## src/rtl/pipeline_stall_ctrl_pkg.sv

```systemverilog
// Shared state encodings and per-stage control vectors for the pipeline stall controller.
package pipeline_stall_ctrl_pkg;

    localparam int PSC_STATE_W = 2;

    typedef enum logic [PSC_STATE_W-1:0] {
        PSC_RUN   = 2'd0,
        PSC_IMISS = 2'd1,
        PSC_DMISS = 2'd2,
        PSC_BOTH  = 2'd3
    } psc_state_e;

    typedef struct packed {
        logic pc_write;
        logic if_id_write;
        logic if_id_flush;
        logic id_ex_write;
        logic id_ex_flush;
        logic ex_mem_write;
        logic mem_wb_flush;
    } pipe_ctrl_t;

    localparam pipe_ctrl_t CTRL_NORMAL   = pipe_ctrl_t'(7'b1101010);
    localparam pipe_ctrl_t CTRL_FREEZE   = pipe_ctrl_t'(7'b0000001);
    localparam pipe_ctrl_t CTRL_LOAD_USE = pipe_ctrl_t'(7'b0001110);
    localparam pipe_ctrl_t CTRL_IHOLD    = pipe_ctrl_t'(7'b0111010);
    localparam pipe_ctrl_t CTRL_REDIRECT = pipe_ctrl_t'(7'b1111110);
    localparam pipe_ctrl_t CTRL_RESET    = pipe_ctrl_t'(7'b0010101);

endpackage

```

## src/rtl/pipeline_stall_ctrl_if.sv

```systemverilog
// Hazard/cache handshake inputs and pipeline-register controls of the stall controller.
// PIPE_PERF_CNT_EN adds the three performance counters.
interface pipeline_stall_ctrl_if;
    import pipeline_stall_ctrl_pkg::*;

    logic load_use_stall;
    logic ex_redirect;
    logic icache_miss;
    logic icache_ready;
    logic dcache_miss;
    logic dcache_ready;

    logic pc_write;
    logic if_id_write;
    logic if_id_flush;
    logic id_ex_write;
    logic id_ex_flush;
    logic ex_mem_write;
    logic mem_wb_flush;
    logic stall_timeout;
    logic [PSC_STATE_W-1:0] ctrl_state;
`ifdef PIPE_PERF_CNT_EN
    logic [31:0] perf_lu_bubbles;
    logic [31:0] perf_imiss_cycles;
    logic [31:0] perf_dmiss_cycles;
`endif

    modport master (
        output load_use_stall, ex_redirect, icache_miss, icache_ready, dcache_miss, dcache_ready,
        input  pc_write, if_id_write, if_id_flush, id_ex_write, id_ex_flush, ex_mem_write,
               mem_wb_flush, stall_timeout, ctrl_state
`ifdef PIPE_PERF_CNT_EN
        , input perf_lu_bubbles, perf_imiss_cycles, perf_dmiss_cycles
`endif
    );

    modport slave (
        input  load_use_stall, ex_redirect, icache_miss, icache_ready, dcache_miss, dcache_ready,
        output pc_write, if_id_write, if_id_flush, id_ex_write, id_ex_flush, ex_mem_write,
               mem_wb_flush, stall_timeout, ctrl_state
`ifdef PIPE_PERF_CNT_EN
        , output perf_lu_bubbles, perf_imiss_cycles, perf_dmiss_cycles
`endif
    );

endinterface

```

## src/rtl/pipeline_stall_ctrl_stall_watchdog.sv

```systemverilog
// Saturating stall-cycle counter with a sticky timeout flag once MAX_STALL is reached.
module stall_watchdog #(
    parameter int MAX_STALL = 255,
    parameter int CNT_W     = 8
) (
    input  logic clk,
    input  logic rst,
    input  logic stall,
    output logic stall_timeout
);
    localparam logic [CNT_W-1:0] CNT_SAT = '1;
    localparam logic [CNT_W-1:0] LIMIT   = CNT_W'(MAX_STALL);

    logic [CNT_W-1:0] cnt;
    logic [CNT_W-1:0] cnt_nxt;

    always_comb begin
        cnt_nxt = '0;
        if (stall)
            cnt_nxt = (cnt == CNT_SAT) ? cnt : cnt + 1'b1;
    end

    always_ff @(posedge clk or posedge rst) begin
        if (rst) begin
            cnt           <= '0;
            stall_timeout <= 1'b0;
        end else begin
            cnt <= cnt_nxt;
            if (cnt_nxt == LIMIT)
                stall_timeout <= 1'b1;
        end
    end

endmodule

```

## src/rtl/pipeline_stall_ctrl.sv

```systemverilog
// Merges load-use, redirect and cache-miss requests into per-stage write/flush controls.
// PIPE_PERF_CNT_EN adds load-use / I-miss / D-miss cycle counters.
//
// state | meaning
// RUN   | pipeline flowing; RUN priority: dcache_miss, ex_redirect, load_use, icache_miss
// IMISS | fetch waiting on I-cache refill; back end advances
// DMISS | whole pipeline frozen on D-cache refill
// BOTH  | both refills outstanding; whole pipeline frozen
module pipeline_stall_ctrl
    import pipeline_stall_ctrl_pkg::*;
#(
    parameter int MAX_STALL = 255,
    parameter int CNT_W     = 8
) (
    input  logic clk,
    input  logic rst,
    pipeline_stall_ctrl_if.slave bus
);
    psc_state_e state, state_nxt;
    logic       kill, kill_nxt;
    pipe_ctrl_t ctl;
    logic       timeout;

    // kill marks an outstanding fetch as wrong-path; its data is flushed and PC left on the target.
    always_comb begin
        state_nxt = state;
        kill_nxt  = kill;
        ctl       = CTRL_NORMAL;
        unique case (state)
            PSC_RUN: begin
                if (bus.dcache_miss) begin
                    ctl       = CTRL_FREEZE;
                    state_nxt = bus.icache_miss ? PSC_BOTH : PSC_DMISS;
                end else if (bus.ex_redirect) begin
                    ctl = CTRL_REDIRECT;
                    if (bus.icache_miss) begin
                        state_nxt = PSC_IMISS;
                        kill_nxt  = 1'b1;
                    end
                end else if (bus.load_use_stall) begin
                    ctl = CTRL_LOAD_USE;
                end else if (bus.icache_miss) begin
                    ctl       = CTRL_IHOLD;
                    state_nxt = PSC_IMISS;
                end
            end
            PSC_IMISS: begin
                if (bus.dcache_miss) begin
                    ctl       = CTRL_FREEZE;
                    state_nxt = bus.icache_ready ? PSC_DMISS : PSC_BOTH;
                end else if (bus.ex_redirect) begin
                    ctl = CTRL_REDIRECT;
                    if (bus.icache_ready) begin
                        state_nxt = PSC_RUN;
                        kill_nxt  = 1'b0;
                    end else begin
                        kill_nxt  = 1'b1;
                    end
                end else if (bus.icache_ready) begin
                    ctl       = kill ? CTRL_IHOLD : CTRL_NORMAL;
                    state_nxt = PSC_RUN;
                    kill_nxt  = 1'b0;
                end else begin
                    ctl = CTRL_IHOLD;
                end
            end
            PSC_DMISS: begin
                ctl = CTRL_FREEZE;
                if (bus.dcache_ready) begin
                    ctl       = kill ? CTRL_IHOLD : CTRL_NORMAL;
                    state_nxt = PSC_RUN;
                    kill_nxt  = 1'b0;
                end
            end
            PSC_BOTH: begin
                ctl = CTRL_FREEZE;
                if (bus.icache_ready && bus.dcache_ready) begin
                    ctl       = kill ? CTRL_IHOLD : CTRL_NORMAL;
                    state_nxt = PSC_RUN;
                    kill_nxt  = 1'b0;
                end else if (bus.dcache_ready) begin
                    ctl       = CTRL_IHOLD;
                    state_nxt = PSC_IMISS;
                end else if (bus.icache_ready) begin
                    state_nxt = PSC_DMISS;
                end
            end
        endcase
        if (rst)
            ctl = CTRL_RESET;
    end

    always_ff @(posedge clk or posedge rst) begin
        if (rst) begin
            state <= PSC_RUN;
            kill  <= 1'b0;
        end else begin
            state <= state_nxt;
            kill  <= kill_nxt;
        end
    end

    stall_watchdog #(
        .MAX_STALL (MAX_STALL),
        .CNT_W     (CNT_W)
    ) u_watchdog (
        .clk           (clk),
        .rst           (rst),
        .stall         ((state != PSC_RUN) || bus.load_use_stall),
        .stall_timeout (timeout)
    );

    assign bus.pc_write      = ctl.pc_write;
    assign bus.if_id_write   = ctl.if_id_write;
    assign bus.if_id_flush   = ctl.if_id_flush;
    assign bus.id_ex_write   = ctl.id_ex_write;
    assign bus.id_ex_flush   = ctl.id_ex_flush;
    assign bus.ex_mem_write  = ctl.ex_mem_write;
    assign bus.mem_wb_flush  = ctl.mem_wb_flush;
    assign bus.stall_timeout = timeout;
    assign bus.ctrl_state    = state;

`ifdef PIPE_PERF_CNT_EN
    logic [31:0] lu_cnt, imiss_cnt, dmiss_cnt;

    always_ff @(posedge clk or posedge rst) begin
        if (rst) begin
            lu_cnt    <= '0;
            imiss_cnt <= '0;
            dmiss_cnt <= '0;
        end else begin
            if (state == PSC_RUN && bus.load_use_stall && !bus.dcache_miss && !bus.ex_redirect)
                lu_cnt <= lu_cnt + 32'd1;
            if (state == PSC_IMISS || state == PSC_BOTH)
                imiss_cnt <= imiss_cnt + 32'd1;
            if (state == PSC_DMISS || state == PSC_BOTH)
                dmiss_cnt <= dmiss_cnt + 32'd1;
        end
    end

    assign bus.perf_lu_bubbles   = lu_cnt;
    assign bus.perf_imiss_cycles = imiss_cnt;
    assign bus.perf_dmiss_cycles = dmiss_cnt;
`endif

endmodule

```

## src/flat_wrapper.sv

```systemverilog
// flat-port wrapper written by rule: the top's interface ports become plain ports
module pipeline_stall_ctrl_flat import pipeline_stall_ctrl_pkg::*;
#(
    parameter int MAX_STALL = 255,
    parameter int CNT_W     = 8
)
  (clk, rst, bus_load_use_stall, bus_ex_redirect, bus_icache_miss, bus_icache_ready, bus_dcache_miss, bus_dcache_ready, bus_pc_write, bus_if_id_write, bus_if_id_flush, bus_id_ex_write, bus_id_ex_flush, bus_ex_mem_write, bus_mem_wb_flush, bus_stall_timeout, bus_ctrl_state);
  pipeline_stall_ctrl_if bus_i ();
  input  logic clk;
  input  logic rst;
  input wire logic [$bits(bus_i.load_use_stall)-1:0] bus_load_use_stall;
  input wire logic [$bits(bus_i.ex_redirect)-1:0] bus_ex_redirect;
  input wire logic [$bits(bus_i.icache_miss)-1:0] bus_icache_miss;
  input wire logic [$bits(bus_i.icache_ready)-1:0] bus_icache_ready;
  input wire logic [$bits(bus_i.dcache_miss)-1:0] bus_dcache_miss;
  input wire logic [$bits(bus_i.dcache_ready)-1:0] bus_dcache_ready;
  output wire logic [$bits(bus_i.pc_write)-1:0] bus_pc_write;
  output wire logic [$bits(bus_i.if_id_write)-1:0] bus_if_id_write;
  output wire logic [$bits(bus_i.if_id_flush)-1:0] bus_if_id_flush;
  output wire logic [$bits(bus_i.id_ex_write)-1:0] bus_id_ex_write;
  output wire logic [$bits(bus_i.id_ex_flush)-1:0] bus_id_ex_flush;
  output wire logic [$bits(bus_i.ex_mem_write)-1:0] bus_ex_mem_write;
  output wire logic [$bits(bus_i.mem_wb_flush)-1:0] bus_mem_wb_flush;
  output wire logic [$bits(bus_i.stall_timeout)-1:0] bus_stall_timeout;
  output wire logic [$bits(bus_i.ctrl_state)-1:0] bus_ctrl_state;
  assign bus_i.load_use_stall = bus_load_use_stall;
  assign bus_i.ex_redirect = bus_ex_redirect;
  assign bus_i.icache_miss = bus_icache_miss;
  assign bus_i.icache_ready = bus_icache_ready;
  assign bus_i.dcache_miss = bus_dcache_miss;
  assign bus_i.dcache_ready = bus_dcache_ready;
  assign bus_pc_write = bus_i.pc_write;
  assign bus_if_id_write = bus_i.if_id_write;
  assign bus_if_id_flush = bus_i.if_id_flush;
  assign bus_id_ex_write = bus_i.id_ex_write;
  assign bus_id_ex_flush = bus_i.id_ex_flush;
  assign bus_ex_mem_write = bus_i.ex_mem_write;
  assign bus_mem_wb_flush = bus_i.mem_wb_flush;
  assign bus_stall_timeout = bus_i.stall_timeout;
  assign bus_ctrl_state = bus_i.ctrl_state;
  pipeline_stall_ctrl #(.MAX_STALL(MAX_STALL), .CNT_W(CNT_W)) u_core (.clk(clk), .rst(rst), .bus(bus_i));
endmodule
```

## config.mk

```make
export PLATFORM = sky130hd
export DESIGN_NAME = pipeline_stall_ctrl_flat
export DESIGN_NICKNAME = d
export VERILOG_FILES = /design/src/rtl/pipeline_stall_ctrl_pkg.sv /design/src/rtl/pipeline_stall_ctrl_if.sv /design/src/rtl/pipeline_stall_ctrl_stall_watchdog.sv /design/src/rtl/pipeline_stall_ctrl.sv /design/src/flat_wrapper.sv
export SDC_FILE = /design/constraint.sdc
export NUM_CORES = 1
export LEC_CHECK = 0
export BUFFER_PORTS_ARGS = -buffer_cell sky130_fd_sc_hd__buf_2
export CAP_MARGIN = 20
export CORE_ASPECT_RATIO = 1.4
export CORE_MARGIN = 2
export CORE_UTILIZATION = 49
export DETAILED_ROUTE_END_ITERATION = 10
export GPL_ROUTABILITY_DRIVEN = 0
export PLACE_DENSITY = 0.78
export REMOVE_ABC_BUFFERS = 1
export SYNTH_ARGS = -nofsm -noshare
export SYNTH_HDL_FRONTEND = slang
export SYNTH_SLANG_ARGS = --single-unit
```

## constraint.sdc

```tcl
create_clock -name clk -period 1.7 [get_ports clk]
set_input_delay 0.34 -clock clk [delete_from_list [all_inputs] [get_ports clk]]
set_output_delay 0.34 -clock clk [all_outputs]
set_load 0.05 [all_outputs]
```

[Word level (Yosys, flattened, before mapping)]
Cells that the tools add are included.
Cells by class
  reductions and logical operators: 6
  add/sub/neg operators: 1
  multiplexer cells: 38
  equal/unequal tests: 15
Operators with widths (number)
  2-to-1 mux 7 bit: 11
  case mux 7 bit (4 select lines): 1
  2-to-1 mux 2 bit: 10
  == test 8 bit (second input constant): 2
  2-to-1 mux 8 bit: 2
  2-to-1 mux 1 bit: 11
  != test 2 bit (second input constant): 5
  adder 8 x 1 -> 8 bit (second input constant): 1
  case mux 2 bit (4 select lines): 1
  AND reduction 7 bit: 1
  2-to-1 mux 6 bit: 1
  != test 3 bit (second input constant): 2
  == test 2 bit (second input constant): 2
  != test 4 x 3 -> 1 bit (second input constant): 1
  != test 4 bit (second input constant): 1
  case mux 1 bit (4 select lines): 1
  AND reduction 4 bit: 1
  == test 2 x 1 -> 1 bit (second input constant): 1
  zero test 2 bit: 1
  != test 2 x 1 -> 1 bit (second input constant): 1
  nonzero test 2 bit: 1
  logical AND 1 bit: 1
  logical OR 1 bit: 1
Storage, ports and cells
  output and inout port bits: 10
  flip-flop bits (word level): 12
  word-level logic and storage cells: 64
  bits of input ports: 8

[Longest topological paths before layout]
Gate-level depths: netlist of run 1.
  depth after elaboration: 6
  mapped depth: 7
  depth with buffers taken out: 7

[Cells and area by module]
From an unflattened synthesis of run 1, not the netlist that was laid out.
Unflattened totals
  cell total of the unflattened synthesis: 91
  area, all modules: 829.5 um^2
Modules (own cells, without submodules)
  stall_watchdog: sequential area each 225.2 um^2, cells an instance 50, times used 1, area each 510.5 um^2
  pipeline_stall_ctrl: sequential area each 75.1 um^2, cells an instance 41, times used 1, area each 319.1 um^2

[Worst setup path before layout of run 1]
OpenSTA, ideal clock, no wires.
  path type: register -> output
  start point: register u_core.state[1] (netlist: u_core.bus.ctrl_state[1])
  end point: output bus_pc_write
  path buffers: 0
  data arrival time: 2.681 ns
  cell stages (with the launch flop): 8
  required time: 1.360 ns
  path slack: -1.321 ns
  cell sequence: dfrtp_1 inv_1 ha_1 nor2b_2 a21o_1 a22oi_1 a2bb2oi_1 o31ai_1
Between the ends
  word-level cells in the longest chain between the ends: 3
  elaborated cells on any way between the ends: 6
  classes of those cells: eq/ne: 3; mux: 2; reduce/logical: 1
Ends and longest elaborated chain
  start: declaration: RTL line pipeline_stall_ctrl.sv:19  | psc_state_e state, state_nxt;
  start signal: assignment: RTL line pipeline_stall_ctrl.sv:98  | state <= state_nxt;
  == test 2 bit, or another cell as far along: RTL line pipeline_stall_ctrl.sv:29  | unique case (state)
  case mux 7 bit (4 select lines) *: RTL line pipeline_stall_ctrl.sv:29
  2-to-1 mux 7 bit *: RTL line pipeline_stall_ctrl.sv:89  | if (rst)
  end: declaration: RTL line flat_wrapper.sv:17  | output wire logic [$bits(bus_i.pc_write)-1:0] bus_pc_write;
Mark *: on every way between the ends. The rest lies on a longest branch, timed or not.

[Worst setup path after layout of run 1]
  start point: register u_core.state[1] (netlist: u_core.bus.ctrl_state[1])
  end point: output bus_if_id_write
Between the ends
  word-level cells in the longest chain between the ends: 3
  elaborated cells on any way between the ends: 6
  classes of those cells: eq/ne: 3; mux: 2; reduce/logical: 1
Ends and longest elaborated chain
  == test 2 bit, or another cell as far along: RTL line pipeline_stall_ctrl.sv:29
  case mux 7 bit (4 select lines) *: RTL line pipeline_stall_ctrl.sv:29
  2-to-1 mux 7 bit *: RTL line pipeline_stall_ctrl.sv:89
  end: declaration: RTL line flat_wrapper.sv:18  | output wire logic [$bits(bus_i.if_id_write)-1:0] bus_if_id_write;
Marked as above.

==> flow_metrics.tcl, run 1 <==
set metrics [dict create \
    power_mw 2.74 \
    track_usage_pct 30.2 \
    drc 0 \
    async_flop_share_pct 100 \
    rsz0062_at_grt "true" \
    drive_gt1_share_pct 49.4 \
    irDropWorstVdd_uv 1280 \
    worst_slew_pin_slew_ns 0.307 \
    routed_wirelength_mm 3.73 \
    dieArea_mm2 0.00236 \
    antennaDiodeCount 0 \
    arrival_ns 1.89 \
    critPathMaxFanout 3 \
    synth_area_um2 973 \
    fp.dieW_um 41.7 \
    cts.sinks 12 \
    path_class "reg -> out" \
    synth_cell_type_count 41 \
    place.port_buffers 17 \
    area_growth_pct 60.5 \
    critPathCaptureType "output pin" \
    seqPwrFrac_pct 18.6 \
    grt_max_degree 9 \
    vias_per_cell 6.52 \
    layout_common_cells "18 x buf_4, 16 x buf_6, 11 x dfrtp_1" \
    whs_ns 0.151 \
    syn_avg_cell_area_um2 8.39 \
    syn_inst 116 \
    pin_count 18 \
    p_int_mw 1.44 \
    setup_violations 11 \
    cp-start-kind "flip-flop" \
    htreeDepth 1 \
    layout_min_cycle_time_ns 2.23 \
    antenna_found_initial 0 \
    fin_nets 176 \
    fin_crit_sh_pct 131 \
    power_frac_clock_pct 6.2 \
    cap_viol_max_count 0 \
    power_density_mw_per_mm2 1760 \
    min_path_type "in -> async" \
    start_util_pct 50.6 \
    synth-seq-cells 12 \
    p_leak_nw 0.698 \
    grt_pass1_wl_mm 5.54 \
    drv_slew 0 \
    power_frac_comb_pct 75.2 \
    setup_slack_ns -0.531 \
    clk_path_buf_depth 2 \
    max_freq_mhz 448 \
    yosys_warnings 0 \
    clk_root_buffer_cell "clkbuf_4" \
    vias 1180 \
    crit_required_ns 1.36 \
    cts_tree "built" \
    ant_nets 0 \
    cts_buffers 3 \
    synth_edf_count 0 \
    grt_overflow 0 \
    drtIter0Drc 41 \
    hpwl_mm 2.08 \
    status "finished with violations" \
    finalHoldViolCount 0 \
    wl_per_cell_um 20.6 \
    swShare_pct 47.7 \
    finClkSkew_ns 0.00305 \
    drtPass1Iterations 4 \
    clk_pin_slew_ns 0.07 \
    layout_commonest_cell "buf_4" \
    synth_ff_type "dfrtp_1" \
    utilization_pct 81.2 \
    failed_checks "negative setup slack" \
    ys_seq_area_share_pct 30.8 \
    clk_latency_ns 0.27 \
    die_h_um 56.7 \
    switchingPower_mw 1.31 \
    grt_pass1_vias 1216 \
    slew_headroom_pct 79.5 \
    core_area_mm2 0.00193 \
    core.rowCount 19 \
]
## metrics by stage
step,TNS [ns],instance area (um^2),setup slack [ns],instances
6_report,-3.20,1560,-0.531,181
5_1_grt,-3.85,1560,-0.584,181
4_1_cts,-2.35,1450,-0.405,180
3_5_place_dp,-1.37,1220,-0.262,172
3_3_place_gp,-0.874,1220,-0.208,172
2_1_floorplan,-8.25,956,-1.45,113
## cells in the mapped netlist (all sizes together), types with 4 or more instances
cell type	count	share of area (%)
nor3	4	2.1
dfrtp	12	31
ha	6	7.7
o21ai	6	3.1
nor2	12	4.6
a21oi	10	5.1
inv	5	1.9
nor2b	6	4.4
nand2	9	3.5
nand2b	4	2.6
## final timing paths
kind                                                        startpoint                                           to  slack, ns  cells past startpoint
min in group clk           u_core.u_watchdog.stall_timeout$_DFFE_PP0N_  u_core.u_watchdog.stall_timeout$_DFFE_PP0N_       0.47                      1
min reg2reg                u_core.u_watchdog.stall_timeout$_DFFE_PP0N_  u_core.u_watchdog.stall_timeout$_DFFE_PP0N_       0.47                      1
max reg2reg                       u_core.bus.ctrl_state[0]$_DFFE_PP0P_         u_core.bus.ctrl_state[0]$_DFFE_PP0P_      -0.28                      8
max                               u_core.bus.ctrl_state[1]$_DFFE_PP0P_                              bus_if_id_write      -0.53                      6
min                                                                rst           u_core.u_watchdog.cnt[5]$_DFF_PP0_       0.15                      3
max in group asynchronous                                          rst         u_core.bus.ctrl_state[0]$_DFFE_PP0P_       1.38                      3
## final cells by class
cell class	instances	area, um^2
Timing Repair Buffer	44	365
Inverter	5	21.3
Tap cell	21	26.3
Sequential cell	12	302
Clock buffer	3	22.5
Fill cell	108	363
Multi-Input combinational cell	96	826
## sequential cells by signal, summed over array words and instances (netlist names)
register,cells
u_core.u_watchdog.stall_timeout,1
u_core.bus.ctrl_state,2
u_core.u_watchdog.cnt,8
u_core.kill,1
## critical path: stages (launching register included)
cell and delay (ns):
dfrtp_1 0.37, inv_2 0.07, buf_6 0.13, buf_6 0.12, o32a_1 0.41, a211oi_2 0.32, buf_6 0.21
## per-layer routing
metal  GRT usage (%)  routed length, um  up-vias
met5               0                  0        -
met2            55.4               2050       62
met3            4.82                152       28
li1                -                  -      533
met1            32.0               1280      557
met4            15.7                240        0
## power by group through the flow
stage	Combinational, mW	Sequential (mW)	Clock [mW]
6_report	2.06	0.510	0.171
5_1_grt	2.19	0.517	0.180
4_1_cts	1.77	0.469	0.170
3_5_place_dp	1.36	0.465	0
3_3_place_gp	1.31	0.459	0
2_1_floorplan	0.785	0.539	0
## logic make-up (layout without fill, tap and decap cells)
family,Yosys count,count (layout),share of synthesized area [%]
and+or+nand+nor,46,46,25.4
muxes,3,3,3.21
buffers and inverters,8,52,3.73
AOI/OAI and AO/OA,40,40,28.1
xor gates and xnor gates,1,1,0.900
adders and majority gates,6,6,7.71
DFF,12,12,30.8
## timing repair
item / in CTS / in global routing
setup endpoints to repair: 10 / 15
resized for setup: 46 / 24
buffers inserted: 5 / 5
hold buffers: 0 / 0
pin swaps: 8 / 11
cloned: 0 / 0
Note: power is estimated with default switching activity, not from simulation.
==> run 2, diff against run 1 <==
CAP_MARGIN = 25   (was 20)
CTS_BUF_LIST = sky130_fd_sc_hd__clkbuf_16   (was not set)
==> flow_metrics.tcl, run 2 (synthesized netlist as in run 1, its figures left out) <==
set metrics [dict create \
    dpl_cell_area_mm2 0.00122 \
    htreeDepth 1 \
    clk_root_buffer_cell "clkbuf_16" \
    ant_nets 0 \
    layout_common_cells "19 x buf_4, 15 x buf_6, 11 x dfrtp_1" \
    antenna_found_initial 0 \
    place_ws_ns -0.262 \
    postCtsHoldBufs 0 \
    max_freq_mhz 473 \
    critPathMaxFanout 5 \
    place.port_buffers 17 \
    regToRegSetupSlack_ns -0.22 \
    routed_wirelength_mm 3.85 \
    largest-register "u_core.u_watchdog.cnt" \
    irDropWorstVdd_uv 1400 \
    min_path_type "in -> async" \
    fin_crit_sh_pct 124 \
    drv_slew 0 \
    layout_commonest_cell "buf_4" \
    cp-start-kind "flip-flop" \
    cts_buffers 3 \
    drc 0 \
    die_h_um 56.7 \
    rsz0062_at_grt "true" \
    utilization_pct 83.5 \
    antennaDiodeCount 0 \
    drive_gt1_share_pct 50.0 \
    crit_required_ns 1.36 \
    arrival_ns 1.78 \
    final.setup.tns_ns -2.60 \
    drtIter0Drc 60 \
    vias 1220 \
    rr_worst_depth 8 \
    dieArea_mm2 0.00236 \
    start_util_pct 50.6 \
    clk_path_buf_depth 2 \
    pin_count 18 \
    layout_min_cycle_time_ns 2.12 \
    area_growth_pct 65.2 \
    grt_pass1_wl_mm 6.13 \
    grt_pass1_vias 1240 \
    slew_headroom_pct 80.6 \
    fp.dieW_um 41.7 \
    drtPass1Iterations 4 \
    stdcell_area_mm2 0.00161 \
    power_density_mw_per_mm2 1850 \
    hpwl_mm 2.08 \
    core_area_mm2 0.00193 \
    cap_viol_max_count 0 \
    track_usage_pct 34.6 \
    fill_cells 103 \
    largest_register_ffs 8 \
    r2r-end "u_core.bus.ctrl_state[0]$_DFFE_PP0P_" \
    failed_checks "negative setup slack" \
    fin_nets 176 \
    worst_slew_pin_slew_ns 0.289 \
    critPathCaptureType "output pin" \
    clk_latency_ns 0.24 \
    p_leak_nw 0.714 \
    cts_tree "built" \
    wl_per_cell_um 21.3 \
    grt_max_degree 9 \
    grt_overflow 0 \
    setup_slack_ns -0.415 \
    finClkSkew_ns 0.000432 \
    path_class "reg -> out" \
    status "finished with violations" \
    timing.rr.start "u_core.bus.ctrl_state[0]$_DFFE_PP0P_" \
    power_mw 2.98 \
    setup_violations 10 \
    core.rowCount 19 \
    clk_pin_slew_ns 0.04 \
    vias_per_cell 6.74 \
    cts.sinks 12 \
    finalHoldViolCount 0 \
]
==> run 2: critical path, cell delays in order, from the launching register on <==
cell	delay (ns)
dfrtp_2	0.45
buf_6	0.14
ha_4	0.17
a21o_1	0.18
a22oi_2	0.17
a2bb2oi_2	0.16
o31ai_2	0.09
buf_6	0.16
==> run 2: worst max path at each step <==
stage	depth (start not counted)	start	endpoint
after floorplan	4	u_core.bus.ctrl_state[1]$_DFFE_PP0P_	bus_ex_mem_write
after global placement	5	u_core.bus.ctrl_state[0]$_DFFE_PP0P_	bus_if_id_write
after detailed placement	5	u_core.bus.ctrl_state[0]$_DFFE_PP0P_	bus_if_id_write
after CTS	7	u_core.bus.ctrl_state[0]$_DFFE_PP0P_	bus_pc_write
after global routing	7	u_core.bus.ctrl_state[0]$_DFFE_PP0P_	bus_pc_write
final	7	u_core.bus.ctrl_state[0]$_DFFE_PP0P_	bus_pc_write
==> run 2: per-stage QoR <==
step           cells  hold WS (ns)
2_1_floorplan    113         0.229
3_3_place_gp     172         0.401
3_5_place_dp     172         0.407
4_1_cts          180         0.179
5_1_grt          181         0.207
6_report         181         0.209
==> run 2: layout make-up <==
type | instances | area, um^2 | share of cell area, %
clock buffers | 3 | 75.1 | 4.67
inverters | 5 | 21.3 | 1.32
multi-input cells | 96 | 822 | 51.1
flip-flops and latches | 12 | 302 | 18.8
well taps | 21 | 26.3 | 1.63
repair buffers | 44 | 362 | 22.5
==> run 2: what timing repair did <==
item | 4_1_cts | 5_1_grt
gates resized for setup | 48 | 20
endpoints found under the setup margin | 10 | 15
setup buffers | 6 | 5
pin swaps | 9 | 12
endpoints found under the hold margin | 0 | 0
==> run 2: routing by layer <==
metal	share of wire, %	global-route usage (%)	vias to the layer above
met1	35	35.1	589
met4	6.0	20.3	0
met2	54	62.9	73
met3	5.3	7.40	26
li1	-	-	532
met5	0	0	-
==> run 2: where the power goes <==
part	internal, mW	leakage (nW)	switching [mW]
combinational	0.952	0.522	1.10
sequential	0.375	0.155	0.136
clock	0.305	0.0370	0.114
total	1.63	0.714	1.35
==> run 3, diff against run 2 <==
CORE_ASPECT_RATIO = not set   (was 1.4)
CORE_MARGIN = not set   (was 2)
CORE_UTILIZATION = 54   (was 49)
PLACE_DENSITY = 0.82   (was 0.78)
SKIP_LAST_GASP = 1   (was not set)
clock period = 2.4 ns   (was 1.7 ns; I/O delays follow)
==> flow_metrics.tcl, run 3 (synthesized netlist as in run 1, its figures left out) <==
set metrics [dict create \
    r2r-end "u_core.bus.ctrl_state[0]$_DFFE_PP0P_" \
    swShare_pct 46.4 \
    path_class "reg -> out" \
    wl_per_cell_um 15.3 \
    drive_gt1_share_pct 24.6 \
    power_frac_comb_pct 57.0 \
    fp.dieW_um 44.5 \
    slew_headroom_pct 68.5 \
    clk_latency_ns 0.23 \
    routed_wirelength_mm 2.47 \
    cts.sinks 12 \
    grt_pass1_wl_mm 3.82 \
    vias_per_cell 6.24 \
    layout.cells.non_filler 162 \
    critPathMaxFanout 5 \
    grt_overflow 0 \
    power_density_mw_per_mm2 1240 \
    p_leak_nw 0.562 \
    layout_common_cells "14 x buf_2, 12 x nor2_1, 11 x dfrtp_1" \
    pin_count 18 \
    vias 1011 \
    antennaDiodeCount 0 \
    core_area_mm2 0.00159 \
    start_util_pct 61.1 \
    cp-start-kind "flip-flop" \
    ant_nets 0 \
    drc 0 \
    power_mw 1.50 \
    track_usage_pct 26.8 \
    fin_crit_sh_pct 99.3 \
    finClkSkew_ns 0.00345 \
    drtPass1Iterations 6 \
    worst_slew_pin_slew_ns 0.472 \
    min_path_type "in -> async" \
    rr_worst_depth 7 \
    finalHoldViolCount 0 \
    drv_slew 0 \
    whs_ns 0.310 \
    power_frac_clock_pct 19.4 \
    setup_violations 0 \
    htreeDepth 1 \
    antenna_found_initial 0 \
    stdcell_area_mm2 0.00121 \
    postCtsHoldBufs 0 \
    core.rowCount 14 \
    rsz0062_at_grt "true" \
    max_freq_mhz 420 \
    grt_max_degree 15 \
    seqPwrFrac_pct 23.7 \
    switchingPower_uw 697 \
    drtIter0Drc 66 \
    cts_tree "built" \
    worstSetupEndpoint "bus_pc_write" \
    placedCellCount 157 \
    setup_slack_ns 0.0179 \
    critPathCaptureType "output pin" \
    die_h_um 44.5 \
    place.port_buffers 17 \
    largest-register "u_core.u_watchdog.cnt" \
    largest_register_ffs 8 \
    place_ws_ns 0.202 \
    clk_pin_slew_ns 0.04 \
    fin_nets 154 \
    clk_path_buf_depth 2 \
    layout_commonest_cell "buf_2" \
    irDropWorstVdd_uv 978 \
    timing.rr.start "u_core.bus.ctrl_state[1]$_DFFE_PP0P_" \
    p_int_uw 807 \
    grt_pass1_vias 867 \
    utilization_pct 76.2 \
    area_growth_pct 24.8 \
    dieArea_mm2 0.00198 \
    status "finished, final reports clean" \
    crit_required_ns 1.92 \
    arrival_ns 1.90 \
    regToRegSetupSlack_ns 0.50 \
    final.setup.tns_ns 0 \
    cap_viol_max_count 0 \
    cts_buffers 3 \
    hpwl_mm 1.78 \
    layout_min_cycle_time_ns 2.38 \
    clk_root_buffer_cell "clkbuf_16" \
    startpoint "u_core.bus.ctrl_state[1]$_DFFE_PP0P_" \
    dpl_cell_area_mm2 0.00109 \
]
## run 3: worst max-delay path, stage by stage (launching register included)
cell	delay, ns
dfrtp_1	0.43
inv_2	0.12
ha_4	0.13
nor2b_4	0.16
a21o_1	0.10
a22oi_1	0.06
a2bb2oi_1	0.14
o31ai_1	0.29
buf_4	0.26
## run 3: worst min-delay path by stage
stage                                                  endpoint  cells after the start                                   startpoint
finish                                  u_core.kill$_DFFE_PP0P_                      3                                          rst
global route                 u_core.u_watchdog.cnt[7]$_DFF_PP0_                      3                                          rst
CTS                                     u_core.kill$_DFFE_PP0P_                      3                                          rst
detailed placement  u_core.u_watchdog.stall_timeout$_DFFE_PP0N_                      1  u_core.u_watchdog.stall_timeout$_DFFE_PP0N_
global placement    u_core.u_watchdog.stall_timeout$_DFFE_PP0N_                      1  u_core.u_watchdog.stall_timeout$_DFFE_PP0N_
floorplan                  u_core.bus.ctrl_state[0]$_DFFE_PP0P_                      1                                          rst
## run 3: cell type report
class | instances | area (um^2)
Fill cell | 112 | 379
Sequential cell | 12 | 302
Tap cell | 24 | 30.0
Inverter | 5 | 18.8
Clock buffer | 3 | 75.1
Multi-Input combinational cell | 96 | 659
Timing Repair Buffer | 22 | 130
## run 3: power by group through the flow
stage / logic, mW / registers, mW / clock network (mW)
floorplan: 0.556 / 0.382 / 0
global placement: 0.769 / 0.343 / 0
detailed placement: 0.790 / 0.346 / 0
CTS: 0.803 / 0.347 / 0.298
global route: 0.924 / 0.369 / 0.307
finish: 0.857 / 0.356 / 0.291
## run 3: what timing repair did
action	CTS	global route
resized for setup	2	10
setup endpoints to repair	1	3
pin swaps	0	1
setup buffers	0	2
## run 3: layer usage
layer | GRT usage, % | up-vias | part of all wire, %
li1 | - | 488 | -
met5 | 0 | - | 0
met4 | 3.64 | 0 | 0
met1 | 36.9 | 473 | 44
met2 | 43.2 | 50 | 48
met3 | 7.35 | 0 | 8.1
